### src/rtl/field_scan.sv
// Walks the vector-field RAM in row-major order and hands each non-zero cell
// (pixel-space centre plus vector) to draw_block, one cell at a time.
module field_scan #(
  parameter int FIELD_WIDTH  = 8,
  parameter int FIELD_HEIGHT = 6,
  parameter int FIELD_SIZE   = FIELD_WIDTH * FIELD_HEIGHT,
  parameter int FIELD_ADDRW  = $clog2(FIELD_SIZE),
  parameter int FIELD_DATAW  = 96,
  parameter int BLOCK_SIZE   = 80
) (
  input  logic                   clk,
  input  logic                   rst_n,
  input  logic                   start,
  output logic                   busy,
  output logic                   done,
  output logic [FIELD_ADDRW-1:0] field_addr_read,
  input  logic [FIELD_DATAW-1:0] field_data_out,
  output logic                   blk_start,
  input  logic                   blk_done,
  output logic [31:0]            block_x,
  output logic [31:0]            block_y,
  output logic [31:0]            xn,
  output logic [31:0]            yn,
  output logic [31:0]            mag
);

  localparam int COLW = (FIELD_WIDTH  > 1) ? $clog2(FIELD_WIDTH)  : 1;
  localparam int ROWW = (FIELD_HEIGHT > 1) ? $clog2(FIELD_HEIGHT) : 1;

  localparam logic [COLW-1:0]        COL_LAST  = COLW'(FIELD_WIDTH - 1);
  localparam logic [FIELD_ADDRW-1:0] ADDR_LAST = FIELD_ADDRW'(FIELD_SIZE - 1);
  localparam logic [15:0]            HALF      = 16'(BLOCK_SIZE / 2);
  localparam logic [15:0]            STEP      = 16'(BLOCK_SIZE);

  localparam logic [2:0] S_IDLE = 3'd0;
  localparam logic [2:0] S_RD   = 3'd1;
  localparam logic [2:0] S_WT   = 3'd2;
  localparam logic [2:0] S_CHK  = 3'd3;
  localparam logic [2:0] S_FIRE = 3'd4;
  localparam logic [2:0] S_DRAW = 3'd5;
  localparam logic [2:0] S_NEXT = 3'd6;
  localparam logic [2:0] S_DONE = 3'd7;

  logic [2:0]             state;
  logic [FIELD_ADDRW-1:0] addr;
  logic [COLW-1:0]        col;
  logic [ROWW-1:0]        row;
  logic [15:0]            cx;
  logic [15:0]            cy;

  // Handshake outputs are pure state decodes, so reset clears them with the FSM.
  assign busy            = (state != S_IDLE);
  assign done            = (state == S_DONE);
  assign blk_start       = (state == S_FIRE);
  assign field_addr_read = addr;

  always_ff @(posedge clk) begin
    if (!rst_n) begin
      state   <= S_IDLE;
      addr    <= '0;
      col     <= '0;
      row     <= '0;
      cx      <= HALF;
      cy      <= HALF;
      block_x <= '0;
      block_y <= '0;
      xn      <= '0;
      yn      <= '0;
      mag     <= '0;
    end else begin
      case (state)
        S_IDLE: begin
          addr <= '0;
          col  <= '0;
          row  <= '0;
          cx   <= HALF;
          cy   <= HALF;
          if (start) state <= S_RD;
        end
        S_RD: state <= S_WT;
        S_WT: begin
          xn      <= field_data_out[95:64];
          yn      <= field_data_out[63:32];
          mag     <= field_data_out[31:0];
          block_x <= {cx, 16'h0000};
          block_y <= {cy, 16'h0000};
          state   <= S_CHK;
        end
        S_CHK:  state <= (mag == 32'h0) ? S_NEXT : S_FIRE;
        S_FIRE: state <= S_DRAW;
        S_DRAW: if (blk_done) state <= S_NEXT;
        S_NEXT: begin
          if (addr == ADDR_LAST) begin
            state <= S_DONE;
          end else begin
            // Address and pixel centre advance incrementally; no row*width product.
            addr <= addr + 1'b1;
            if (col == COL_LAST) begin
              col <= '0;
              cx  <= HALF;
              row <= row + 1'b1;
              cy  <= cy + STEP;
            end else begin
              col <= col + 1'b1;
              cx  <= cx + STEP;
            end
            state <= S_RD;
          end
        end
        S_DONE:  state <= S_IDLE;
        default: state <= S_IDLE;
      endcase
    end
  end

endmodule
### config.mk
export PLATFORM = sky130hd
export DESIGN_NAME = field_scan
export DESIGN_NICKNAME = d
export VERILOG_FILES = /design/src/rtl/field_scan.sv
export SDC_FILE = /design/constraint.sdc
export NUM_CORES = 1
export LEC_CHECK = 0
export BUFFER_PORTS_ARGS = -buffer_cell sky130_fd_sc_hd__buf_2
export CAP_MARGIN = 20
export CORE_UTILIZATION = 40
export CTS_CLUSTER_DIAMETER = 100
export DETAILED_ROUTE_END_ITERATION = 10
export PLACE_DENSITY_LB_ADDON = 0.08
export SLEW_MARGIN = 10
export SYNTH_ARGS = -nofsm -noshare
export SYNTH_HDL_FRONTEND = slang
export SYNTH_SLANG_ARGS = --single-unit
### constraint.sdc
create_clock -name clk -period 4.3 [get_ports clk]
set_input_delay 0 -clock clk [delete_from_list [all_inputs] [get_ports clk]]
set_output_delay 0 -clock clk [all_outputs]
set_load 0.05 [all_outputs]
**Word level (Yosys, flattened, before mapping)**

Index checks and enable logic that the tools add are counted.
W data, S select, Z words.

- ROM bits: 0
- Bits in writable memories: 0
- Bits in latches: 0
- Register bits: 172
- Memories kept: 0
- Output and inout bits: 169

- Reduce and logical (&&, ||, !) cells: 7
- Equality and inequality tests: 13
- Magnitude comparators: 0
- Mux-type cells: 16
- Div/mod/pow operators: 0
- $mul: 0
- Shifts and indexed selects: 0
- Bitwise operators: 0
- Add/subtract/negate cells: 4

Operators by type and width:

| kind | number |
|---|---|
| $mux W16 | 4 |
| $pmux W16 S2 | 2 |
| $add A16 B7 Y16 const B | 2 |
| $logic_not A32 Y1 | 1 |
| $pmux W3 S8 | 1 |
| $eq A3 B3 Y1 const B | 5 |
| $mux W3 | 5 |
| $pmux W6 S2 | 1 |
| $ne A2 B2 Y1 const B | 4 |
| $add A6 B1 Y6 const B | 1 |
| $eq A3 B2 Y1 const B | 2 |
| $eq A6 B6 Y1 const B | 1 |
| $mux W6 | 1 |
| $pmux W3 S2 | 1 |
| $reduce_and A2 Y1 | 2 |
| $add A3 B1 Y3 const B | 1 |
| $eq A3 B1 Y1 const B | 1 |
| $logic_not A3 Y1 | 1 |
| $reduce_and A3 Y1 | 1 |
| $reduce_bool A3 Y1 | 1 |
| $mux W2 | 1 |
| $reduce_bool A2 Y1 | 1 |

**Depth between registers and ports, before layout**

- Depth in word-level cells: 4
- Depth in mapped cells: 8
- Depth with buffers taken out: 6

**Least setup slack after synthesis**

Ideal clock, no wire load.

- Kind: register to register
- Start point: reg addr[0] (netlist: field_addr_read[0])
- End point: reg cx[5]
- Arrival time: 1.960 ns
- Cell stages (with the launch flop): 6
- Setup time: 0.120 ns
- Required time: 4.180 ns
- Buffers on the path: 0
- Path slack: 2.220 ns
- Clock period less this slack: 2.080 ns
- Path through: dfxtp_1 ha_1 nand3_1 or2_2 a32o_1 a211o_1

- Word-level cells in the longest chain between the ends: 3

RTL lines:

| element | RTL line | source |
|---|---|---|
| start, declared | 45 | `logic [FIELD_ADDRW-1:0] addr;` |
| start signal, assigned | 97 | `addr <= addr + 1'b1;` |
| $eq A6 B6 Y1 | 93 | `if (addr == ADDR_LAST) begin` |
| $ne A2 B2 Y1 (no line) | -- |  |
| $reduce_and A2 Y1 (no line) | -- |  |
| end signal, assigned | 105 | `cx <= cx + STEP;` |
| end, declared | 48 | `logic [15:0] cx;` |

Every way passes these cells.
A chain may end at the register's enable or synchronous reset.

**Final worst setup path**

- Start point: reg state[0]
- End point: reg xn[23]

- Word-level cells in the longest chain between the ends: 1

RTL lines:

| element | RTL line | source |
|---|---|---|
| start, declared | 44 | `logic [2:0] state;` |
| start signal, assigned | 89 | `S_CHK: state <= (mag == 32'h0) ? S_NEXT : S_FIRE;` |
| $eq A3 B2 Y1 | 71 | `case (state)` |
| end signal, assigned | 82 | `xn <= field_data_out[95:64];` |
| end, declared | 22 | `output logic [31:0] xn,` |

Every way passes these cells.

==> impl_metrics.env <==
export IMPL_avgRoutedWirePerCell_um=13.5
export IMPL_crit_chain="nor2b_1 > nand2b_4 > nand2_1 > a21boi_0 > dlygate4sd3_1"
export IMPL_antenna_found_initial=0
export IMPL_cts_sinks=160
export IMPL_ctsResizeCount=0
export IMPL_cts_made_buffers=17
export IMPL_via_count=6294
export IMPL_syn_area_um2=6750
export IMPL_crit_arrival_ns=3.03
export IMPL_placed_cell_area_um2=7880
export IMPL_n_antenna_cell=0
export IMPL_fin_skew_ns=0.00720
export IMPL_cts_tree="yes"
export IMPL_die_y_um=132
export IMPL_rows=47
export IMPL_clk_pin_slew_ns=0.06
export IMPL_tightest_slew_ns=1.00
export IMPL_yosys_warnings=0
export IMPL_pin_count=269
export IMPL_grt_pass1_vias=5956
export IMPL_rsz0062_at_grt="no"
export IMPL_drive_above_1_share_pct=24.4
export IMPL_grt_max_degree=113
export IMPL_fin_area_um2=9450
export IMPL_cts_htree_levels=4
export IMPL_rrSetupSlack_ns=1.63
export IMPL_crit_path_start_kind="register"
export IMPL_finalCritPeriodShare_pct=62.1
export IMPL_hold_class="in2reg"
export IMPL_ant_nets=0
export IMPL_max_stage_delay_ns=0.81
export IMPL_syn_inst=802
export IMPL_overflow=0
export IMPL_die_w_um=132
export IMPL_fillers=1576
export IMPL_hold_viol_final=0
export IMPL_synth_seq_cells=160
export IMPL_numPlacedInstances=1201
export IMPL_grt_pass1_wl_um=29700
export IMPL_crit_type="reg2reg"
export IMPL_cp_slowest_cell="dfxtp_1"
export IMPL_groute_usage_overall_pct=21.0
export IMPL_firstDrtPassIters=4
export IMPL_finalPower_mw=4.10
export IMPL_dp_hpwl_um=11100
export IMPL_yosysSeqAreaShare_pct=47.5
export IMPL_portBuffers=230
export IMPL_dominantRegCellSynth="dfxtp_1"
export IMPL_cp_required_ns=4.66
export IMPL_p_leak_nw=4.02
export IMPL_status="finished, final reports clean"
export IMPL_fin_nets=1205
export IMPL_drcViolationCount=0
export IMPL_initial_core_util_pct=40.8
export IMPL_powerDensity_nw_per_um2=434
export IMPL_totalWireLength_um=18000
export IMPL_seq_area_um2=3200
export IMPL_final_max_slew_viol_count=0
export IMPL_fin_setup_tns_ns=0
export IMPL_die_area_um2=17400
export IMPL_setup_viol=0
export IMPL_cts_setup_buffers=0
export IMPL_ctsRootBufferMaster="clkbuf_16"
export IMPL_hold_ws_ns=0.0210
export IMPL_synth_area_per_cell_um2=8.41
export IMPL_drt_initial_drc_count=291
export IMPL_yosys_cell_types_count=49
export IMPL_fmax_ghz=0.375
export IMPL_synthArstFlopShare_pct=0
export IMPL_avgViaCountPerCell=4.73
export IMPL_crit_fanout=71
export IMPL_routabilityCongestion=0.762
export IMPL_synth_edf_count=0
export IMPL_syn_to_final_growth_pct=40.1
export IMPL_min_period_ns=2.67
export IMPL_ir_worst_vdd_mv=0.277
export IMPL_core_um2=16500
export IMPL_cts_max_path_buffers=2
export IMPL_slew_headroom_pct=32.8
export IMPL_finalNonFillerCells=1332
export IMPL_maxCapViolations=0
export IMPL_worstSkewPairLatency_ns=0.42
export IMPL_multi_input_area_um2=3170
export IMPL_endpoint_kind="register"
export IMPL_cts_hold_fix_buffers=100
==> stage by stage <==
stage / setup slack, ns / utilization (%)
floorplan: 2.22 / -
global placement: 1.91 / 47.7
detailed placement: 1.84 / 47.7
CTS: 1.63 / 57.2
global route: 1.37 / 57.2
finish: 1.63 / 57.2
==> flip-flops by register name, summed over array words and instances (netlist names) <==
register	cells
mag	32
xn	32
yn	32
block_x	13
block_y	13
cx	13
cy	13
field_addr_read	6
col	3
state	3
==> critical path: cells and delay by family (launching register included) <==
| family | cells | cell delay (ns) |
|---|---|---|
| flip-flops | 1 | 0.81 |
| buffers and inverters | 1 | 0.56 |
| AND/OR/NAND/NOR | 3 | 1.02 |
| AO/OA/AOI/OAI | 1 | 0.19 |
==> power breakdown <==
group          total [mW]  switching [mW]  internal (mW)
Clock                1.48           0.602          0.876
Sequential           1.65          0.0747           1.58
Combinational       0.969           0.693          0.275
Total                4.10            1.37           2.73
==> metal layers <==
metal  vias up  part of all wire (%)  track usage, %
met5         -                     0               0
met4         0                   1.5            6.78
met3        18                   5.2            6.04
met2       157                    47            33.7
met1      2878                    46            27.1
li1       3241                     -               -
==> kinds of logic after synthesis <==
kind of cell | synth area share [%]
AND/OR/NAND/NOR | 21.8
flip-flops | 47.5
AO/OA/AOI/OAI | 20.7
other | 0.0556
buffers and inverters | 7.81
multiplexers | 0.593
XOR/XNOR | 0.649
adder cells (fa/ha/maj) | 0.927
==> layout by cell type, fill, tap and decap left out, drive strengths merged, types with 2 or more instances in the layout <==
cell / netlist / final
nand2: 256 / 256
buf: 52 / 235
dfxtp: 160 / 160
a21boi: 122 / 122
dlygate4sd3: 0 / 100
conb: 1 / 38
a21oi: 22 / 22
clkbuf: 41 / 20
nor2: 14 / 14
o21ai: 13 / 13
o31ai: 12 / 12
nor4: 11 / 11
or4: 11 / 11
nand3: 7 / 7
nand2b: 7 / 7
nand4: 6 / 6
or3: 5 / 5
ha: 5 / 5
clkinv: 0 / 5
and2: 5 / 5
inv: 4 / 4
xor2: 4 / 4
a32o: 4 / 4
mux2i: 4 / 4
o41ai: 4 / 4
clkinvlp: 0 / 4
and3: 3 / 3
and3b: 3 / 3
or4b: 3 / 3
or2: 2 / 2
a211o: 2 / 2
o2111ai: 2 / 2
o2111a: 2 / 2
nand4b: 2 / 2
o211ai: 2 / 2
bufinv: 0 / 2
==> final cells by class <==
type                            count  share of cell area (%)
Clock inverter                     11                    1.22
Timing Repair Buffer              335                    23.5
Multi-Input combinational cell    582                    33.5
Clock buffer                       20                    4.83
Sequential cell                   160                    33.9
Tap cell                          220                    2.91
Inverter                            4                   0.159
==> final timing paths <==
path	to	cells after the start	from
max	xn[23]	5	state[0]
min	state[1]	4	blk_done
max reg2reg	xn[23]	5	state[0]
min reg2reg	cy[3]	1	cy[3]
==> cells in the mapped netlist, types with 4 or more instances <==
master / n / area (um^2)
nand2_1: 256 / 961
xor2_1: 4 / 35.0
or4_1: 11 / 82.6
mux2i_1: 4 / 40.0
and2_1: 4 / 25.0
nand4_1: 6 / 37.5
o31ai_1: 11 / 82.6
nand2b_1: 7 / 43.8
nor4_1: 11 / 68.8
ha_1: 5 / 62.6
o41ai_1: 4 / 35.0
dfxtp_1: 160 / 3200
buf_2: 10 / 50.1
nor2_1: 14 / 52.6
or3_1: 5 / 31.3
o21ai_0: 12 / 60.1
buf_4: 38 / 285
clkbuf_1: 41 / 154
inv_1: 4 / 15.0
a21oi_1: 22 / 110
nand3_1: 7 / 35.0
a21boi_0: 122 / 916
a32o_1: 4 / 40.0
Note: power is estimated with default switching activity, not from simulation.
